--- config.mk ---
export PLATFORM = sky130hd
export DESIGN_NAME = multi_channel_timer
export DESIGN_NICKNAME = d
export VERILOG_FILES = /design/src/rtl/timer_pkg.sv /design/src/rtl/timer_channel.sv /design/src/rtl/multi_channel_timer.sv
export SDC_FILE = /design/constraint.sdc
export NUM_CORES = 1
export LEC_CHECK = 0
export CORE_MARGIN = 2
export CORE_UTILIZATION = 50
export CTS_CLUSTER_SIZE = 10
export DETAILED_ROUTE_END_ITERATION = 10
export PLACE_DENSITY = 0.77
export SYNTH_ARGS = -nofsm -noshare
export SYNTH_HDL_FRONTEND = slang
export SYNTH_HIERARCHICAL = 1
export SYNTH_SLANG_ARGS = --single-unit
--- constraint.sdc ---
create_clock -name clk -period 2.16 [get_ports clk]
set_input_delay 0.432 -clock clk [delete_from_list [all_inputs] [get_ports clk]]
set_output_delay 0.432 -clock clk [all_outputs]
set_load 0.02 [all_outputs]
--- src/rtl/timer_pkg.sv ---
// Shared types for the multi-channel tick timer: channel FSM states and the
// per-channel configuration captured on start.
package timer_pkg;

    typedef enum logic {
        TMR_IDLE = 1'b0,
        TMR_RUN  = 1'b1
    } tmr_state_t;

    localparam int MAX_CH    = 16;
    // Widest counter a channel supports; config period is stored zero-extended to this.
    localparam int MAX_CNT_W = 32;

    typedef struct packed {
        logic                 one_shot;
        logic [MAX_CNT_W-1:0] period;
    } tmr_cfg_t;

    function automatic tmr_cfg_t make_cfg(input logic one_shot,
                                          input logic [MAX_CNT_W-1:0] period);
        tmr_cfg_t cfg;
        cfg.one_shot = one_shot;
        cfg.period   = period;
        return cfg;
    endfunction

endpackage

--- src/rtl/timer_channel.sv ---
// One timer channel: IDLE/RUN FSM, up-counter to a latched terminal count,
// registered tick strobe, toggle and busy. Counting advances only when
// i_adv is high; start/stop act on every clock.
//
//  state    | meaning
//  TMR_IDLE | counter held at 0, busy low, waiting for start
//  TMR_RUN  | counting toward latched period, ticking at terminal count
module timer_channel
    import timer_pkg::*;
#(
    parameter int CNT_W = 25
) (
    input  logic             clk,
    input  logic             reset,
    input  logic             i_adv,
    input  logic             i_start,
    input  logic             i_stop,
    input  logic             i_one_shot,
    input  logic [CNT_W-1:0] i_period,
    output logic             o_tick,
    output logic             o_toggle,
    output logic             o_busy
);

    tmr_state_t       r_state;
    tmr_cfg_t         r_cfg;
    logic [CNT_W-1:0] r_cnt;
    logic             r_tick;
    logic             r_toggle;
    logic             r_busy;
    logic             w_at_tc;
    tmr_cfg_t         w_new_cfg;

    // Comparing at full width keeps P = 2^CNT_W-1 reachable without the counter wrapping first.
    assign w_at_tc   = (MAX_CNT_W'(r_cnt) == r_cfg.period);
    assign w_new_cfg = make_cfg(i_one_shot, MAX_CNT_W'(i_period));

    // Channel FSM with counter and registered outputs; stop beats start, start beats counting.
    always_ff @(posedge clk) begin
        if (reset) begin
            r_state  <= TMR_IDLE;
            r_cfg    <= '0;
            r_cnt    <= '0;
            r_tick   <= 1'b0;
            r_toggle <= 1'b0;
            r_busy   <= 1'b0;
        end else begin
            r_tick <= 1'b0;
            case (r_state)
                TMR_IDLE: begin
                    r_cnt <= '0;
                    if (i_start && !i_stop) begin
                        r_cfg   <= w_new_cfg;
                        r_state <= TMR_RUN;
                        r_busy  <= 1'b1;
                    end
                end
                TMR_RUN: begin
                    if (i_stop) begin
                        r_state <= TMR_IDLE;
                        r_cnt   <= '0;
                        r_busy  <= 1'b0;
                    end else if (i_start) begin
                        r_cfg <= w_new_cfg;
                        r_cnt <= '0;
                    end else if (i_adv) begin
                        if (w_at_tc) begin
                            r_cnt    <= '0;
                            r_tick   <= 1'b1;
                            r_toggle <= ~r_toggle;
                            if (r_cfg.one_shot) begin
                                r_state <= TMR_IDLE;
                                r_busy  <= 1'b0;
                            end
                        end else begin
                            r_cnt <= r_cnt + CNT_W'(1);
                        end
                    end
                end
                default: begin
                    r_state <= TMR_IDLE;
                    r_busy  <= 1'b0;
                end
            endcase
        end
    end

    assign o_tick   = r_tick;
    assign o_toggle = r_toggle;
    assign o_busy   = r_busy;

endmodule

--- src/rtl/multi_channel_timer.sv ---
// N-channel programmable tick timer. Each channel produces a 1-clk tick
// enable and a toggle square wave; consumers use tick as an enable only.
// Define TIMER_PRESCALER_EN to add a shared free-running prescaler that
// slows every channel's counting by PRESCALE_DIV; without it channels
// advance on every clock and PRESCALE_DIV has no effect.
module multi_channel_timer
    import timer_pkg::*;
#(
    parameter int NUM_CH       = 4,
    parameter int CNT_W        = 25,
    parameter int PRESCALE_DIV = 27
) (
    input  logic                    clk,
    input  logic                    reset,
    input  logic [NUM_CH-1:0]       start,
    input  logic [NUM_CH-1:0]       stop,
    input  logic [NUM_CH-1:0]       one_shot,
    input  logic [NUM_CH*CNT_W-1:0] period,
    output logic [NUM_CH-1:0]       tick,
    output logic [NUM_CH-1:0]       toggle,
    output logic [NUM_CH-1:0]       busy
);

    logic w_adv;

    if (NUM_CH < 1 || NUM_CH > MAX_CH) begin : g_bad_num_ch
        $error("multi_channel_timer: NUM_CH out of range");
    end
    if (CNT_W < 1 || CNT_W > MAX_CNT_W) begin : g_bad_cnt_w
        $error("multi_channel_timer: CNT_W out of range");
    end
    if (PRESCALE_DIV < 1) begin : g_bad_div
        $error("multi_channel_timer: PRESCALE_DIV must be at least 1");
    end

`ifdef TIMER_PRESCALER_EN
    localparam int PRE_W = (PRESCALE_DIV > 1) ? $clog2(PRESCALE_DIV) : 1;

    logic [PRE_W-1:0] r_pre;

    // The strobe is the wrap point, so the first advance after reset is DIV clocks in.
    assign w_adv = (r_pre == PRE_W'(PRESCALE_DIV - 1));

    // Free-running prescaler shared by all channels; never paused by channel activity.
    always_ff @(posedge clk) begin
        if (reset) begin
            r_pre <= '0;
        end else if (w_adv) begin
            r_pre <= '0;
        end else begin
            r_pre <= r_pre + PRE_W'(1);
        end
    end
`else
    assign w_adv = 1'b1;
`endif

    for (genvar i = 0; i < NUM_CH; i++) begin : g_ch
        timer_channel #(
            .CNT_W (CNT_W)
        ) u_ch (
            .clk        (clk),
            .reset      (reset),
            .i_adv      (w_adv),
            .i_start    (start[i]),
            .i_stop     (stop[i]),
            .i_one_shot (one_shot[i]),
            .i_period   (period[i*CNT_W +: CNT_W]),
            .o_tick     (tick[i]),
            .o_toggle   (toggle[i]),
            .o_busy     (busy[i])
        );
    end

endmodule

==> load_flow_metrics.sql <==
INSERT INTO impl_metrics (metric_group, metric, value, unit) VALUES
('global_route', 'grt_pass1_vias', '8275', ''),
('floorplan', 'rows', '52', ''),
('clock_network', 'clock_path_buffers', '3', ''),
('sta', 'fin_crit', '2.00', 'ns'),
('floorplan', 'floorplan.die_area', '22000', 'µm²'),
('clock_network', 'holdBufCountCts', '0', ''),
('global_route', 'grt_first_pass_wirelength', '39.8', 'mm'),
('sta', 'slew_headroom', '57.7', '%'),
('final_layout', 'fin_nets', '1459', ''),
('clock_network', 'insertion_delay', '0.52', 'ns'),
('critical_path', 'critical-path-slowest-cell', 'clkdlybuf4s50_1', ''),
('yosys', 'postSynthAreaPerCell', '8.65', 'µm²'),
('final_layout', 'antenna-diode-count', '0', ''),
('critical_path', 'cp_data_required_time', '1.73', 'ns'),
('sta', 'setup_viol', '0', ''),
('yosys', 'synth_enable_flop_cells', '0', ''),
('sta', 'hold_slack', '0.393', 'ns'),
('yosys', 'postSynthRegisterBits', '220', ''),
('yosys', 'postSynthCellCount', '1205', ''),
('yosys', 'ys_types', '39', ''),
('sta', 'timing_worst_slew_pin_value', '0.626', 'ns'),
('route', 'vias_per_cell', '5.23', ''),
('critical_path', 'path_buf_inv', '1', ''),
('clock_network', 'h-tree-depth', '1', ''),
('sta', 'finalClockSkew', '0.00424', 'ns'),
('floorplan', 'initial_core_utilization', '51.2', '%'),
('yosys', 'async_set_reset_flop_share_out_of_synthesis', '0', '%'),
('clock_network', 'cts_num_sinks', '220', ''),
('final_layout', 'fraction_of_layout_instances_using_a_drive_strength_above_1', '13.9', '%'),
('sta', 'hold_viol', '0', ''),
('critical_path', 'worst-setup-path-type', 'flop to output port', ''),
('final_layout', 'layout.filler_cells', '1761', ''),
('floorplan', 'die_extent_in_y', '148', 'µm'),
('yosys', 'synth_seq_area_share', '42.2', '%'),
('sta', 'timing.fmax', '0.500', 'GHz'),
('critical_path', 'slowest_delay', '0.65', 'ns'),
('global_route', 'met2_usage', '37.6', '%'),
('global_route', 'pin_count_of_the_biggest_net_entering_global_routing', '41', ''),
('route', 'ant_nets', '0', ''),
('clock_network', 'cts_tree', 'done', ''),
('placed_design', 'hpwl', '17.2', 'mm'),
('clock_network', 'cts_made_buffers', '26', ''),
('route', 'finalWirelength', '23.9', 'mm'),
('sta', 'final_max_slew_viol_count', '0', ''),
('global_route', 'grt.met3_usage', '3.62', '%'),
('pwr', 'peakVddDrop', '0.000558', 'V'),
('global_route', 'antenna_found_initial', '0', ''),
('route', 'num_vias', '8450', ''),
('yosys', 'synthTopCellsByArea', 'dfxtp_1 (42%), xor2_1 (16%), nand2_1 (8.8%), a21oi_1 (5.0%), nor2_2 (4.8%)', ''),
('placed_design', 'count_of_input_and_output_buffers', '125', ''),
('pwr', 'power_leakage', '5.04', 'nW'),
('floorplan', 'coreArea', '20400', 'µm²'),
('critical_path', 'path_delay_family', 'buffers and inverters', ''),
('worst_hold_path', 'worstHoldPathType', 'primary input to flop', ''),
('final_layout', 'area_delta_synth_final', '22.3', '%'),
('clock_network', 'worst_setup_hold_path_clk_slew', '0.05', 'ns'),
('global_route', 'globalRouteMet1Util', '28.1', '%'),
('sta', 'totalNegativeSetupSlack', '0', 'ns'),
('critical_path', 'arrival', '1.57', 'ns'),
('global_route', 'grt_remaining_overflow', '0', ''),
('sta', 'final.period_utilization', '92.5', '%'),
('global_route', 'track_usage', '21.7', '%'),
('yosys', 'synth_top_cell_by_area', 'dfxtp_1', ''),
('critical_path', 'critical_path.endpoint_type', 'output port', ''),
('critical_path', 'r2r_slack', '0.20', 'ns'),
('yosys', 'post_synth_instance_area', '10400', 'µm²'),
('yosys', 'synth-main-ff-cell', 'dfxtp_1', ''),
('route', 'drtIter0Drc', '444', ''),
('status', 'status', 'complete, no violations', ''),
('floorplan', 'die_width', '148', 'µm'),
('route', 'wl_per_cell', '14.8', 'µm');
==> worst register-to-register path: stages (launching register included) <==
cell and delay, ns:
dfxtp_1 0.36, xor2_1 0.19, nor4_2 0.30, nand4_2 0.23, o31ai_4 0.28, buf_4 0.37, nor2_1 0.10
==> cells in the mapped netlist, types with 8 or more instances <==
library cell,count
nor4_1,8
buf_2,8
nand4_1,44
nand3_1,44
clkbuf_1,36
and3_1,24
nand2b_1,12
nor3_1,16
xor2_1,188
nor4_2,8
and4_1,12
nor2_1,32
nor3b_1,12
nand3b_1,12
nor2_2,80
o21ai_0,16
buf_6,12
dfxtp_1,220
nand2_1,244
a21oi_1,104
==> worst paths after layout <==
| kind | from | to | cells after the start |
|---|---|---|---|
| worst min-delay path | reset | g_ch[0].u_ch/r_cfg[1]$_SDFFE_PP0P_ | 2 |
| worst min register to register | g_ch[3].u_ch/r_cfg[1]$_SDFFE_PP0P_ | g_ch[3].u_ch/r_cfg[1]$_SDFFE_PP0P_ | 2 |
| worst max register to register | g_ch[1].u_ch/r_cnt[5]$_SDFFE_PP0P_ | g_ch[1].u_ch/r_cnt[24]$_SDFFE_PP0P_ | 6 |
| worst max-delay path | g_ch[1].u_ch/o_tick$_SDFF_PP0_ | tick[1] | 1 |
==> report_power, final <==
group / switching (W) / internal [W]
Clock: 0.00156 / 0.00227
Sequential: 0.0000762 / 0.00416
Combinational: 0.000382 / 0.000378
Total: 0.00201 / 0.00681
==> flip-flops by register name, summed over array words and instances, names as in the netlist <==
register and flops:
g_ch.u_ch/o_busy 4, g_ch.u_ch/o_tick 4, g_ch.u_ch/r_cnt 100, g_ch.u_ch/r_state 4, g_ch.u_ch/r_cfg 104, g_ch.u_ch/o_toggle 4
==> layer usage <==
metal	up-vias	wire length [µm]
met3	42	1120
met2	147	11600
met4	0	417
met5	-	0
met1	3949	10700
li1	4312	-
==> through the flow <==
stage               total power, W  utilization [%]  instances  cell area (µm²)  setup slack [ns]
floorplan                  0.00472                -       1208            10400             0.433
global placement           0.00507             59.1       1583            12000             0.247
detailed placement         0.00508             59.1       1583            12000             0.203
CTS                        0.00892             62.6       1616            12800             0.130
global route               0.00918             62.6       1616            12800            0.0799
finish                     0.00882             62.6       1616            12800             0.161
==> cell type report <==
class                           instances  area (µm²)  area share (%)
Clock buffer                           32         714            5.60
Clock inverter                          1        5.00          0.0392
Inverter                                4        15.0           0.118
Multi-Input combinational cell        924        5690            44.6
Sequential cell                       220        4400            34.5
Tap cell                              270         338            2.65
Timing Repair Buffer                  165        1590            12.4
==> kinds of logic (layout without fill, tap and decap cells) <==
group / count (synthesis) / in the layout / share of synthesized area [%]
mux: 4 / 4 / 0.432
compound gates: 132 / 132 / 7.15
flops: 220 / 220 / 42.2
simple gates: 588 / 588 / 30.2
fa+ha+maj: 4 / 4 / 0.480
other cells: 1 / 4 / 0.0360
xor+xnor: 192 / 192 / 16.1
buf+inv: 64 / 202 / 3.31
==> layout by cell type (no fill, tap or decap), types with 8 or more instances in the layout <==
| master | netlist | layout |
|---|---|---|
| nor4_2 | 8 | 8 |
| nor2_2 | 80 | 80 |
| clkbuf_16 | 0 | 27 |
| nand2_1 | 244 | 244 |
| nor2_1 | 32 | 32 |
| nor4_1 | 8 | 8 |
| buf_4 | 0 | 38 |
| a21oi_1 | 104 | 104 |
| nand3b_1 | 12 | 12 |
| and3_1 | 24 | 24 |
| nor3_1 | 16 | 16 |
| nand3_1 | 44 | 44 |
| and4_1 | 12 | 12 |
| xor2_1 | 188 | 188 |
| nand4_1 | 44 | 44 |
| clkdlybuf4s50_1 | 0 | 124 |
| nor3b_1 | 12 | 12 |
| dfxtp_1 | 220 | 220 |
| o21ai_0 | 16 | 16 |
| nand2b_1 | 12 | 12 |
Note: power is estimated with default switching activity, not from simulation.
